==> config.mk <==
export PLATFORM = sky130hd
export DESIGN_NAME = reset_sequencer
export DESIGN_NICKNAME = d
export VERILOG_FILES = /design/src/rtl/reset_pkg.sv /design/src/rtl/reset_sequencer_sync_ff.sv /design/src/rtl/reset_sequencer.sv
export SDC_FILE = /design/constraint.sdc
export NUM_CORES = 1
export LEC_CHECK = 0
export CORE_UTILIZATION = 41
export DETAILED_ROUTE_END_ITERATION = 7
export DONT_BUFFER_PORTS = 1
export GPL_ROUTABILITY_DRIVEN = 0
export RECOVER_POWER = 50
export SLEW_MARGIN = 20
export SYNTH_ARGS = -nofsm -noshare
export SYNTH_HDL_FRONTEND = slang
export SYNTH_HIERARCHICAL = 1
export SYNTH_SLANG_ARGS = --single-unit
==> constraint.sdc <==
create_clock -name clk -period 4.9 [get_ports clk]
set_input_delay 1.47 -clock clk [delete_from_list [all_inputs] [get_ports clk]]
set_output_delay 1.47 -clock clk [all_outputs]
set_load 0.03 [all_outputs]
==> src/rtl/reset_pkg.sv <==
// Shared definitions for the video-pipeline reset sequencer: FSM state
// encodings, reset-cause codes and a counter-width helper.
package reset_pkg;

  typedef enum logic [1:0] {
    ST_WAIT_LOCK = 2'd0,
    ST_STRETCH   = 2'd1,
    ST_RELEASE   = 2'd2,
    ST_RUN       = 2'd3
  } state_t;

  localparam logic [1:0] RST_CAUSE_EXT  = 2'b00;
  localparam logic [1:0] RST_CAUSE_LOCK = 2'b01;
  localparam logic [1:0] RST_CAUSE_SW   = 2'b10;

  localparam logic [7:0] LOCK_LOST_MAX = 8'hFF;

  // Bits needed to hold values 0..max_val; never less than one bit.
  function automatic int cnt_width(input int max_val);
    return (max_val < 1) ? 1 : $clog2(max_val + 1);
  endfunction

endpackage

==> src/rtl/reset_sequencer_sync_ff.sv <==
// Multi-flop bit synchroniser with asynchronous active-low reset. Used both as
// the async-assert/sync-release chain for ext_reset and as the pll_lock
// synchroniser.
module sync_ff #(
  parameter int   STAGES    = 2,
  parameter logic RESET_VAL = 1'b0
) (
  input  logic clk,
  input  logic ext_reset,
  input  logic i_d,
  output logic o_q
);

  logic [STAGES-1:0] r_sync;

  // Shift the input through the chain; reset forces every flop to RESET_VAL.
  // NOTE: sequential state uses <= so every flop samples pre-edge values.
  always_ff @(posedge clk or negedge ext_reset) begin
    if (!ext_reset) begin
      r_sync <= {STAGES{RESET_VAL}};
    end else begin
      r_sync <= {r_sync[STAGES-2:0], i_d};
    end
  end

  assign o_q = r_sync[STAGES-1];

endmodule

==> src/rtl/reset_sequencer.sv <==
// Reset sequencer for the video pipeline: synchronises ext_reset release and
// pll_lock, filters lock, stretches, then releases NUM_STAGES active-low
// domain resets in order. Lock loss or a software request re-enters reset.
module reset_sequencer
  import reset_pkg::*;
#(
  parameter int NUM_STAGES  = 3,
  parameter int SYNC_STAGES = 2,
  parameter int LOCK_FILTER = 8,
  parameter int HOLD_CYCLES = 15,
  parameter int STAGE_GAP   = 16
) (
  input  logic                  clk,
  input  logic                  ext_reset,
  input  logic                  pll_lock,
  input  logic                  sw_reset_req,
  output logic [NUM_STAGES-1:0] resetn_out,
  output logic                  all_ready,
  output logic [1:0]            rst_cause,
  output logic [7:0]            lock_lost_cnt
);

  localparam int LOCK_W = cnt_width(LOCK_FILTER);
  localparam int HOLD_W = cnt_width(HOLD_CYCLES);
  localparam int GAP_W  = cnt_width(STAGE_GAP);
  localparam int IDX_W  = cnt_width(NUM_STAGES);

  localparam logic [LOCK_W-1:0] LOCK_LAST = LOCK_W'(LOCK_FILTER - 1);
  localparam logic [HOLD_W-1:0] HOLD_LAST = HOLD_W'(HOLD_CYCLES - 1);
  localparam logic [GAP_W-1:0]  GAP_LAST  = GAP_W'(STAGE_GAP - 1);
  localparam logic [IDX_W-1:0]  IDX_LAST  = IDX_W'(NUM_STAGES - 1);

  logic                  w_rst_sync;
  logic                  w_lock_s;
  logic [NUM_STAGES-1:0] w_stage_bit;

  state_t                r_state;
  logic [LOCK_W-1:0]     r_lock_cnt;
  logic [HOLD_W-1:0]     r_hold_cnt;
  logic [GAP_W-1:0]      r_gap_cnt;
  logic [IDX_W-1:0]      r_idx;
  logic [NUM_STAGES-1:0] r_resetn;
  logic                  r_all_ready;
  logic [1:0]            r_cause;
  logic [7:0]            r_lost_cnt;

  // Reset release chain: asserts with ext_reset, releases after SYNC_STAGES edges.
  sync_ff #(.STAGES(SYNC_STAGES), .RESET_VAL(1'b0)) u_rst_sync (
    .clk       (clk),
    .ext_reset (ext_reset),
    .i_d       (1'b1),
    .o_q       (w_rst_sync)
  );

  // pll_lock comes from the PLL's own timing; bring it into clk.
  sync_ff #(.STAGES(SYNC_STAGES), .RESET_VAL(1'b0)) u_lock_sync (
    .clk       (clk),
    .ext_reset (ext_reset),
    .i_d       (pll_lock),
    .o_q       (w_lock_s)
  );

  assign w_stage_bit = NUM_STAGES'(1) << r_idx;

  // Sequencer FSM with registered outputs; all counters cleared on every state change.
  always_ff @(posedge clk or negedge ext_reset) begin
    if (!ext_reset) begin
      r_state     <= ST_WAIT_LOCK;
      r_lock_cnt  <= '0;
      r_hold_cnt  <= '0;
      r_gap_cnt   <= '0;
      r_idx       <= '0;
      r_resetn    <= '0;
      r_all_ready <= 1'b0;
      r_cause     <= RST_CAUSE_EXT;
      r_lost_cnt  <= '0;
    end else if (w_rst_sync) begin
      if (r_state == ST_WAIT_LOCK) begin
        if (!w_lock_s) begin
          r_lock_cnt <= '0;
        end else if (r_lock_cnt == LOCK_LAST) begin
          r_lock_cnt <= '0;
          r_hold_cnt <= '0;
          r_state    <= ST_STRETCH;
        end else begin
          r_lock_cnt <= r_lock_cnt + LOCK_W'(1);
        end
      end else if (!w_lock_s) begin
        // Lock loss outranks a simultaneous software request.
        r_resetn    <= '0;
        r_all_ready <= 1'b0;
        r_cause     <= RST_CAUSE_LOCK;
        if (r_lost_cnt != LOCK_LOST_MAX) r_lost_cnt <= r_lost_cnt + 8'd1;
        r_lock_cnt  <= '0;
        r_hold_cnt  <= '0;
        r_gap_cnt   <= '0;
        r_idx       <= '0;
        r_state     <= ST_WAIT_LOCK;
      end else if (sw_reset_req && (r_state == ST_RELEASE || r_state == ST_RUN)) begin
        // Lock is still good, so skip re-filtering and go straight to the stretch.
        r_resetn    <= '0;
        r_all_ready <= 1'b0;
        r_cause     <= RST_CAUSE_SW;
        r_hold_cnt  <= '0;
        r_gap_cnt   <= '0;
        r_idx       <= '0;
        r_state     <= ST_STRETCH;
      end else if (r_state == ST_STRETCH) begin
        if (r_hold_cnt == HOLD_LAST) begin
          r_hold_cnt <= '0;
          r_gap_cnt  <= '0;
          r_idx      <= '0;
          r_state    <= ST_RELEASE;
        end else begin
          r_hold_cnt <= r_hold_cnt + HOLD_W'(1);
        end
      end else if (r_state == ST_RELEASE) begin
        // A stage is released whenever the gap counter is at zero.
        if (r_gap_cnt == '0 && r_idx == IDX_LAST) begin
          r_resetn    <= r_resetn | w_stage_bit;
          r_all_ready <= 1'b1;
          r_state     <= ST_RUN;
        end else begin
          if (r_gap_cnt == '0) r_resetn <= r_resetn | w_stage_bit;
          if (r_gap_cnt == GAP_LAST) begin
            r_gap_cnt <= '0;
            r_idx     <= r_idx + IDX_W'(1);
          end else begin
            r_gap_cnt <= r_gap_cnt + GAP_W'(1);
          end
        end
      end
    end
  end

  assign resetn_out    = r_resetn;
  assign all_ready     = r_all_ready;
  assign rst_cause     = r_cause;
  assign lock_lost_cnt = r_lost_cnt;

endmodule

* Word level (Yosys, flattened, before mapping) *
Index checks and enable logic that the tools add are counted.

storage, ports and cells
  bits in registers = 35
  output and inout bits = 14
  bits of input ports = 4
  word-level logic and storage cells = 105

cells by class
  mux-type cells = 47
  reductions and logical operators = 14
  shifts and indexed selects = 1
  bitwise operators = 3
  eq/ne operators = 24
  $add $sub $neg = 5

operator list
  kind                                                             count
  4-bit two-way mux                                                11
  2-bit two-way mux                                                18
  5-bit two-way mux                                                7
  4-bit != test, second input constant                             6
  3-bit two-way mux                                                6
  5-bit != test, second input constant                             3
  5-bit AND reduction                                              3
  6-bit AND reduction                                              2
  3-bit != test, second input constant                             3
  4-bit by 1-bit adder with 4-bit output, second input constant    2
  8-bit by 1-bit adder with 8-bit output, second input constant    1
  8-bit != test, second input constant                             1
  4-bit AND reduction                                              2
  2-bit == test, second input constant                             3
  5-bit by 1-bit adder with 5-bit output, second input constant    1
  5-bit by 4-bit == test with 1-bit output, second input constant  1
  5-bit logical NOT                                                1
  1-bit two-way mux                                                5
  4-bit by 3-bit == test with 1-bit output, second input constant  1
  4-bit == test, second input constant                             1
  2-bit by 1-bit != test with 1-bit output, second input constant  2
  2-bit != test, second input constant                             2
  3-bit OR                                                         1
  3-bit AND reduction                                              1
  8 further kinds                                                  10

* Longest topological paths before layout *
Gate-level depths: netlist (run 1).

  depth in word-level cells = 8
  mapped depth = 7
  mapped depth without buffers = 6

* Hierarchy *
The synthesis (run 1) kept the hierarchy.

by module, submodules not included
  module           cells an instance  instances  area an instance (um^2)  seq. area each (um^2)
  reset_sequencer  168                1          1704.1                   775.7
  sync_ff          2                  2          50.0                     50.0

* Worst setup path after synthesis (run 1) *
No wires, ideal clock.

  path kind = input port to flip-flop
  start = in sw_reset_req
  end = reg r_gap_cnt[0]
  buffers on the path = 2
  cell stages on the path = 6
  slack = 2.172 ns
  required time = 4.773 ns
  data arrival time = 2.600 ns
  setup time = 0.127 ns
  cells stage by stage = and3b_1 > buf_2 > a21oi_1 > and3_1 > buf_2 > mux2_1

between the ends
  word-level cells in the longest chain between the ends = 3
  elaborated cells on any way between the ends = 7
  those cells by class = eq/ne: 3; mux: 2; reduce/logical: 2

RTL lines
  what                                                                       RTL line                source
  start: declaration                                                         reset_sequencer.sv:16   input logic sw_reset_req,
  1-bit logical AND (*)                                                      reset_sequencer.sv:99   end else if (sw_reset_req && (r_state == ST_RELEASE || r_state == ST_RUN)) begin
  4-bit != test (no line) / 5-bit two-way mux (equally long branches)        n/a
  5-bit AND reduction (no line) / 5-bit two-way mux (equally long branches)  n/a
  end signal: assignment                                                     reset_sequencer.sv:129  r_gap_cnt <= r_gap_cnt + GAP_W'(1);
  end: declaration                                                           reset_sequencer.sv:40   logic [GAP_W-1:0] r_gap_cnt;

Mark *: on every way between the ends. The rest lies on a longest branch, timed or not.
A chain may end at the register's enable or synchronous reset.

* Final worst setup path (run 1) *
  start = in sw_reset_req
  end = reg r_gap_cnt[1]

Same word-level chain as after synthesis.

==> results.toml, run 1 <==
[outcome]
status = "finished, final reports clean"

[sta]
fin_crit_ps = 2890
finalSetupViolations = 0
hold_violations = 0
fin_tns_setup_ps = 0
finalCritPeriodShare_pct = 59.1
max_freq_mhz = 346
tightest_slew_ps = 820
finClkSkew_ps = 9.11
rsz0062_at_grt = "false"
slew_headroom_pct = 45.2
maxSlewViolCount = 0

[synthesis]
async_flop_share_pct = 100
synthCells = 172
synth-seq-cells = 35
synth_warnings = 6
synth_edf_count = 0
yosysTopAreaCellShare_pct = 48.5
syn_nets = 185
synth_flop_cell = "dfrtp_1"
synth.distinct_cells = 48
synth_area_mm2 = 0.00180
yosys.area.top_type = "dfrtp_1"
syn_area_per_cell_um2 = 10.5
seq_area_frac_synth_pct = 48.5
synth_area_leaders = "dfrtp_1 (49%), ha_1 (6.2%), nand3_1 (3.3%), mux2i_1 (2.8%), xnor2_1 (2.4%)"

[worst_setup_path]
cp-startpoint = "sw_reset_req"
critPathLaunchType = "input port"
r2r_start = "u_lock_sync/r_sync[1]"
path_max_fanout = 12
critPathKind = "in2reg"
worstPathRequired_ps = 5070
ff2ff_setup_slack_ps = 2540
crit_path_end_kind = "flop"
cp.arrival_ps = 3060

[pwr]
p_leak_nw = 0.909
power.density_mw_per_mm2 = 596
irDropWorstVdd_uv = 312

[clock_tree]
cts_resized = 0
postCtsSetupBuffers = 0
cts_buffer_depth = 2
cts_root_buf = "clkbuf_8"
clk_latency_ps = 290
holdBufCountCts = 0
cts_buffers = 5
path_clk_slew_ps = 70
clock-sinks = 35
cts_tree = "done"
cts.htree.levels = 2

[flow_run]
cap_violations = 0

[grt]
grt_max_degree = 36
grt.total_usage_pct = 18.2
overflow = 0
grt_pass1_wl_mm = 5.97
grt_pass1_vias = 1250
antenna_found_initial = 0

[detailed_routing]
drtAntennaViolNets = 0
drt-initial-drc-count = 120
vias = 1295
wl_per_cell_um = 15.4
drc = 0
dr.pass1.iters = 4
route.final.wire_length_mm = 3.48
viasPerCell = 5.73

[floorplanning]
die_w_um = 68.3
io_pins = 18
chipHeight_um = 68.3
rows = 23
die_area_mm2 = 0.00467
start_util_pct = 43.8
core-area_mm2 = 0.00412

[final_layout]
final_util_pct = 47.7
drive_above_1_share_pct = 9.66
filler_cell_count = 374
area_growth_pct = 8.74
diodes = 0
nets = 188

[place]
portBuffers = 0
hpwl_mm = 2.54

[hold_path]
hold_class = "reg2reg"
min_from = "u_lock_sync/r_sync[0]"
[cells in the final DEF (no fill, tap or decap), types with 2 or more instances in the layout]
cell       n
dfrtp_1   35
nand3_1   12
inv_1     11
nor2_1    11
nand2_1   10
ha_1       9
o21ai_0    8
clkbuf_8   6
nand4_1    5
and3_1     5
mux2i_1    5
xnor2_1    5
a21oi_1    4
a31oi_1    4
nor3b_1    3
a21boi_1   2
o211ai_1   2
mux2_1     2
inv_2      2
a21o_1     2
a22o_1     2
and4_1     2
a211oi_2   2
xor2_1     2
[state kept, by name, indices dropped and copies added (netlist names)]
register / cells
lock_lost_cnt: 8
r_gap_cnt: 5
r_hold_cnt: 4
r_lock_cnt: 4
resetn_out: 3
r_idx: 2
r_state: 2
rst_cause: 2
u_lock_sync/r_sync: 2
u_rst_sync/r_sync: 2
all_ready: 1
[metrics by stage]
step / worst slack (ps) / instance area [um^2] / hold slack [ps] / total power [mW] / instances
6_report: 2010 / 1960 / 349 / 1.17 / 226
5_1_grt: 1890 / 1960 / 365 / 1.26 / 226
4_1_cts: 2030 / 1960 / 353 / 1.18 / 226
3_5_place_dp: 1720 / 1840 / 337 / 0.906 / 218
3_3_place_gp: 1810 / 1840 / 332 / 0.879 / 218
2_1_floorplan: 2170 / 1800 / 331 / 0.812 / 172
[worst max-delay path, stage by stage]
cell      delay (ps)
a21boi_1         640
nand4_1          290
and3_1           330
mux2_1           330
[per-layer routing]
layer  track usage, %  up-vias  wire, um
met5                0        -         0
met4             8.85        0        74
met3             6.67        6       160
met2             27.8       20      1600
met1             22.5      637      1650
li1                 -      632         -
[area by class of cell]
class / count / area (um^2) / area share, %
Sequential cell: 35 / 876 / 44.6
Multi-Input combinational cell: 120 / 857 / 43.7
Clock buffer: 6 / 82.6 / 4.21
Tap cell: 50 / 62.6 / 3.19
Inverter: 13 / 48.8 / 2.49
Clock inverter: 2 / 35.0 / 1.79
[power by group]
group | internal [mW] | switching [mW] | total [mW]
clock network | 0.164 | 0.103 | 0.268
logic | 0.151 | 0.195 | 0.346
registers | 0.375 | 0.181 | 0.555
[cells by family (layout without fill, tap and decap cells)]
family	Yosys count	in the layout	share of synthesized area, %
xor gates and xnor gates	7	7	3.40
buffers and inverters	17	21	3.95
DFF	35	35	48.5
adders and majority gates	9	9	6.24
muxes	8	8	4.65
AOI/OAI and AO/OA	36	36	14.4
other	1	1	0.208
and+or+nand+nor	59	59	18.7
[worst paths after layout]
check | endpoint | depth (start not counted)
min in group asynchronous | r_lock_cnt[3] | 0
worst min-delay path | u_lock_sync/r_sync[1] | 0
worst min register to register | u_lock_sync/r_sync[1] | 0
worst max register to register | r_gap_cnt[1] | 4
max in group asynchronous | r_gap_cnt[3] | 0
worst max-delay path | r_gap_cnt[1] | 4
[synth_stat cells (all sizes together) (2+ instances only)]
library cell  instances
mux2i                 5
a211oi                2
nor3b                 3
o21ai                 9
nand2                10
nor2                 11
dfrtp                35
nand3                12
xnor2                 5
or2                   2
a21oi                 4
inv                  13
a21boi                2
nor4b                 2
ha                    9
and4                  2
o211ai                2
mux2                  3
a21o                  2
and3                  5
a31oi                 4
nand4                 5
xor2                  2
buf                   4
a22o                  2
(Power assumes the default switching activity.)
==> run 2: changes to the inputs <==
==> constraint.sdc (replaced) <==
create_clock -name clk -period 3 [get_ports clk]
set_input_delay 0.9 -clock clk [delete_from_list [all_inputs] [get_ports clk]]
set_output_delay 0.9 -clock clk [all_outputs]
set_load 0.03 [all_outputs]
==> results.toml, run 2 (synthesis results as in run 1) <==
[outcome]
status = "finished, final reports clean"

[floorplanning]
io_pins = 18
die_w_um = 68.3
chipHeight_um = 68.3
rows = 23
die_area_mm2 = 0.00467
start_util_pct = 43.8
core-area_mm2 = 0.00412

[clock_tree]
cts_buffer_depth = 2
clk_latency_ps = 270
cts_root_buf = "clkbuf_8"
cts_tree = "done"
cts_resized = 0
path_clk_slew_ps = 60
cts_buffers = 5
holdBufCountCts = 0
postCtsSetupBuffers = 0
clock-sinks = 35
cts.htree.levels = 2

[sta]
hold_violations = 0
rsz0062_at_grt = "false"
max_freq_mhz = 505
maxSlewViolCount = 0
finClkSkew_ps = 4.37
finalSetupViolations = 0
tightest_slew_ps = 564
slew_headroom_pct = 62.1
hold_ws_ps = 314
fin_tns_setup_ps = 0
fin_crit_ps = 1980
finalCritPeriodShare_pct = 66.0

[worst_setup_path]
critPathKind = "reg2reg"
r2r_start = "u_lock_sync/r_sync[1]"
reg2reg_depth = 4
cp-startpoint = "u_lock_sync/r_sync[1]"
crit_path_end_kind = "flop"
path_max_fanout = 11
cp.arrival_ps = 2130
worstReg2RegEnd = "r_gap_cnt[0]"
worstPathRequired_ps = 3150
ff2ff_setup_slack_ps = 1020
critPathLaunchType = "flop"

[pwr]
irDropWorstVdd_uv = 395
p_leak_nw = 0.889
power.density_mw_per_mm2 = 921

[final_layout]
largest_register_ffs = 8
drive_above_1_share_pct = 8.57
nets = 189
final_area_mm2 = 0.00192
final_common_cell = "dfrtp_1"
final_util_pct = 46.8
diodes = 0
area_growth_pct = 6.66
final_cell_mix = "dfrtp_1 (35), nand3_1 (12), inv_1 (11), nor2_1 (11), nand2_1 (10)"

[detailed_routing]
route.final.wire_length_mm = 3.53
drtAntennaViolNets = 0
met2_length_mm = 1.62
drt-initial-drc-count = 61
dr.pass1.iters = 4
wl_met3_um = 162
highest_layer = "met4"
viasPerCell = 5.77
wl_per_cell_um = 15.7
wl_met1_mm = 1.70
drc = 0
vias = 1299

[place]
portBuffers = 0
hpwl_mm = 2.62
place_area_mm2 = 0.00185

[grt]
grt_max_degree = 36
grt_pass1_vias = 1289
overflow = 0
grt.total_usage_pct = 18.1
antenna_found_initial = 0
grt_pass1_wl_mm = 6.04

[flow_run]
cap_violations = 0

[hold_path]
hold_class = "in2async"
-- run 2: per-stage QoR --
| step | setup WS, ps | instances | power (mW) |
|---|---|---|---|
| after floorplan | 842 | 172 | 1.33 |
| after CTS | 1020 | 225 | 1.78 |
| after global placement | 820 | 219 | 1.44 |
| after global routing | 902 | 225 | 1.91 |
| final | 1020 | 225 | 1.77 |
| after detailed placement | 762 | 219 | 1.48 |
-- run 2: how the worst max path moves through the flow --
stage          cells after the start  slack (ps)           end
2_1_floorplan                      6         840  r_gap_cnt[0]
3_3_place_gp                       4         820  r_gap_cnt[1]
3_5_place_dp                       4         760  r_gap_cnt[0]
4_1_cts                            4        1020  r_gap_cnt[0]
5_1_grt                            4         900  r_gap_cnt[0]
6_report                           4        1020  r_gap_cnt[0]
-- run 2: layout make-up --
| class | count | area, um^2 |
|---|---|---|
| clock buffers | 6 | 72.6 |
| fillers | 394 | 2190 |
| inverters | 13 | 48.8 |
| multi-input cells | 120 | 857 |
| flip-flops and latches | 35 | 876 |
| well taps | 50 | 62.6 |
| repair buffers | 1 | 7.51 |
-- run 2: power by group --
group	internal [mW]	switching, mW
Clock	0.154	0.143
Sequential	0.612	0.294
Combinational	0.248	0.321
-- run 2: per-layer routing --
layer  vias up  global-route usage [%]
met2        27                    27.5
met1       638                    23.3
li1        629                       -
met3         5                    5.33
met4         0                    8.59
met5         -                       0
-- run 2: worst max-delay path, stage by stage, from the launching register on --
cell and delay [ps]:
dfrtp_1 560, a21boi_1 430, nand4_1 230, and3_1 310
mux2_1 340
==> run 3: changes to the inputs <==
==> constraint.sdc (replaced) <==
create_clock -name clk -period 1.8 [get_ports clk]
set_input_delay 0.54 -clock clk [delete_from_list [all_inputs] [get_ports clk]]
set_output_delay 0.54 -clock clk [all_outputs]
set_load 0.03 [all_outputs]
==> results.toml, run 3 (synthesis results as in run 1) <==
[outcome]
status = "finished, final reports clean"

[final_layout]
multi_input_area_um2 = 886
drive_above_1_share_pct = 22.6
seqCellArea_um2 = 876
final_area_mm2 = 0.00214
area_growth_pct = 18.5
stdcell_count = 249
nets = 212
largest_register_ffs = 8
final_common_cell = "dfrtp_1"
diodes = 0
final_util_pct = 52.0
final_cell_mix = "dfrtp_1 (35), buf_4 (23), inv_1 (11), nor2_1 (11)"
filler_cell_count = 363

[sta]
maxSlewViolCount = 0
hold_violations = 0
max_freq_mhz = 587
finalCritPeriodShare_pct = 94.6
slew_headroom_pct = 41.9
tightest_slew_ps = 871
fin_crit_ps = 1700
finalSetupViolations = 0
finClkSkew_ps = 7.90

[detailed_routing]
drtAntennaViolNets = 0
route.final.wire_length_mm = 3.83
dr.pass1.iters = 4
vias = 1399
drc = 0
viasPerCell = 5.62
wl_per_cell_um = 15.4
drt-initial-drc-count = 63

[floorplanning]
die_w_um = 68.3
start_util_pct = 43.8
die_area_mm2 = 0.00467
chipHeight_um = 68.3
core-area_mm2 = 0.00412
rows = 23
io_pins = 18

[grt]
grt_pass1_vias = 1343
grt_max_degree = 36
grt_pass1_wl_mm = 6.26
antenna_found_initial = 0
overflow = 0
grt.total_usage_pct = 18.7

[place]
place_inst = 237
place_area_mm2 = 0.00199
hpwl_mm = 2.78
portBuffers = 0

[clock_tree]
path_clk_slew_ps = 70
cts_buffers = 5
cts.htree.levels = 2
cts_tree = "done"
clk_latency_ps = 290
cts_root_buf = "clkbuf_8"
clock-sinks = 35
cts_buffer_depth = 2

[worst_setup_path]
cp-startpoint = "r_lock_cnt[1]"
reg2reg_depth = 5
slowest_delay_ps = 390
cpMaxStageDelayCell = "dfrtp_1"
path_max_fanout = 4
critPathKind = "reg2reg"
worstReg2RegEnd = "r_hold_cnt[2]"
r2r_start = "r_lock_cnt[1]"
cp.arrival_ps = 1890
worstPathRequired_ps = 1980
critPathLaunchType = "flop"
ff2ff_setup_slack_ps = 100
crit_path_end_kind = "flop"
cp_cell_sequence = "ha_2 > nand2_1 > o41a_1 > or2_4 > o32ai_1"

[hold_path]
min_path_cells = 0
hold_class = "in2reg"
min_from = "pll_lock"
holdPathEnd = "u_lock_sync/r_sync[0]"

[pwr]
power.density_mw_per_mm2 = 1540
irDropWorstVdd_uv = 841
p_leak_nw = 1.01

[flow_run]
cap_violations = 0
==> run 3: power by group <==
part / total, mW / internal, mW / switching (mW)
Clock: 0.564 / 0.300 / 0.264
Sequential: 1.35 / 1.02 / 0.331
Combinational: 1.37 / 0.612 / 0.760
==> run 3: per-layer routing <==
layer	up-vias	share of wire (%)	GRT usage, %
met1	701	45	21.7
met4	0	1.8	8.59
li1	671	-	-
met5	-	0	0
met2	22	48	30.3
met3	5	5.2	6.83
==> run 3: how the worst max path moves through the flow <==
stage,slack [ps],end
2_1_floorplan,2,r_gap_cnt[0]
3_3_place_gp,90,r_state[0]
3_5_place_dp,20,r_gap_cnt[1]
4_1_cts,20,r_hold_cnt[2]
5_1_grt,-2,r_state[1]
6_report,100,r_hold_cnt[2]
==> run 3: layout make-up <==
| class | instances | area share [%] |
|---|---|---|
| repair buffers | 24 | 8.31 |
| inverters | 13 | 2.28 |
| clock buffers | 6 | 3.86 |
| multi-input cells | 120 | 41.4 |
| well taps | 50 | 2.93 |
| flip-flops and latches | 35 | 41.0 |
| clock inverters | 1 | 0.234 |
==> run 3: repair_timing <==
item                       4_1_cts  5_1_grt
hold endpoints to repair        35        0
buffers inserted                 2        2
resized for setup                0        7
hold buffers                     1        0
setup endpoints to repair        1        9
pin swaps                        1        2
==> run 3: worst max-delay path: cells and delay by family (launching register included) <==
| family | cells | cell delay (ps) |
|---|---|---|
| DFF | 1 | 390 |
| and+or+nand+nor | 2 | 350 |
| AOI/OAI and AO/OA | 2 | 650 |
| adders and majority gates | 1 | 210 |
==> run 3: through the flow <==
| step | worst slack [ps] | power [mW] | TNS (ps) | hold slack, ps |
|---|---|---|---|---|
| 3_3_place_gp | 92.4 | 2.55 | 0 | 245 |
| 2_1_floorplan | 2.23 | 2.21 | 0 | 244 |
| 6_report | 97.6 | 3.29 | 0 | 284 |
| 3_5_place_dp | 21.9 | 2.62 | 0 | 245 |
| 5_1_grt | -1.76 | 3.54 | -1.76 | 262 |
| 4_1_cts | 15.6 | 3.25 | 0 | 72.6 |
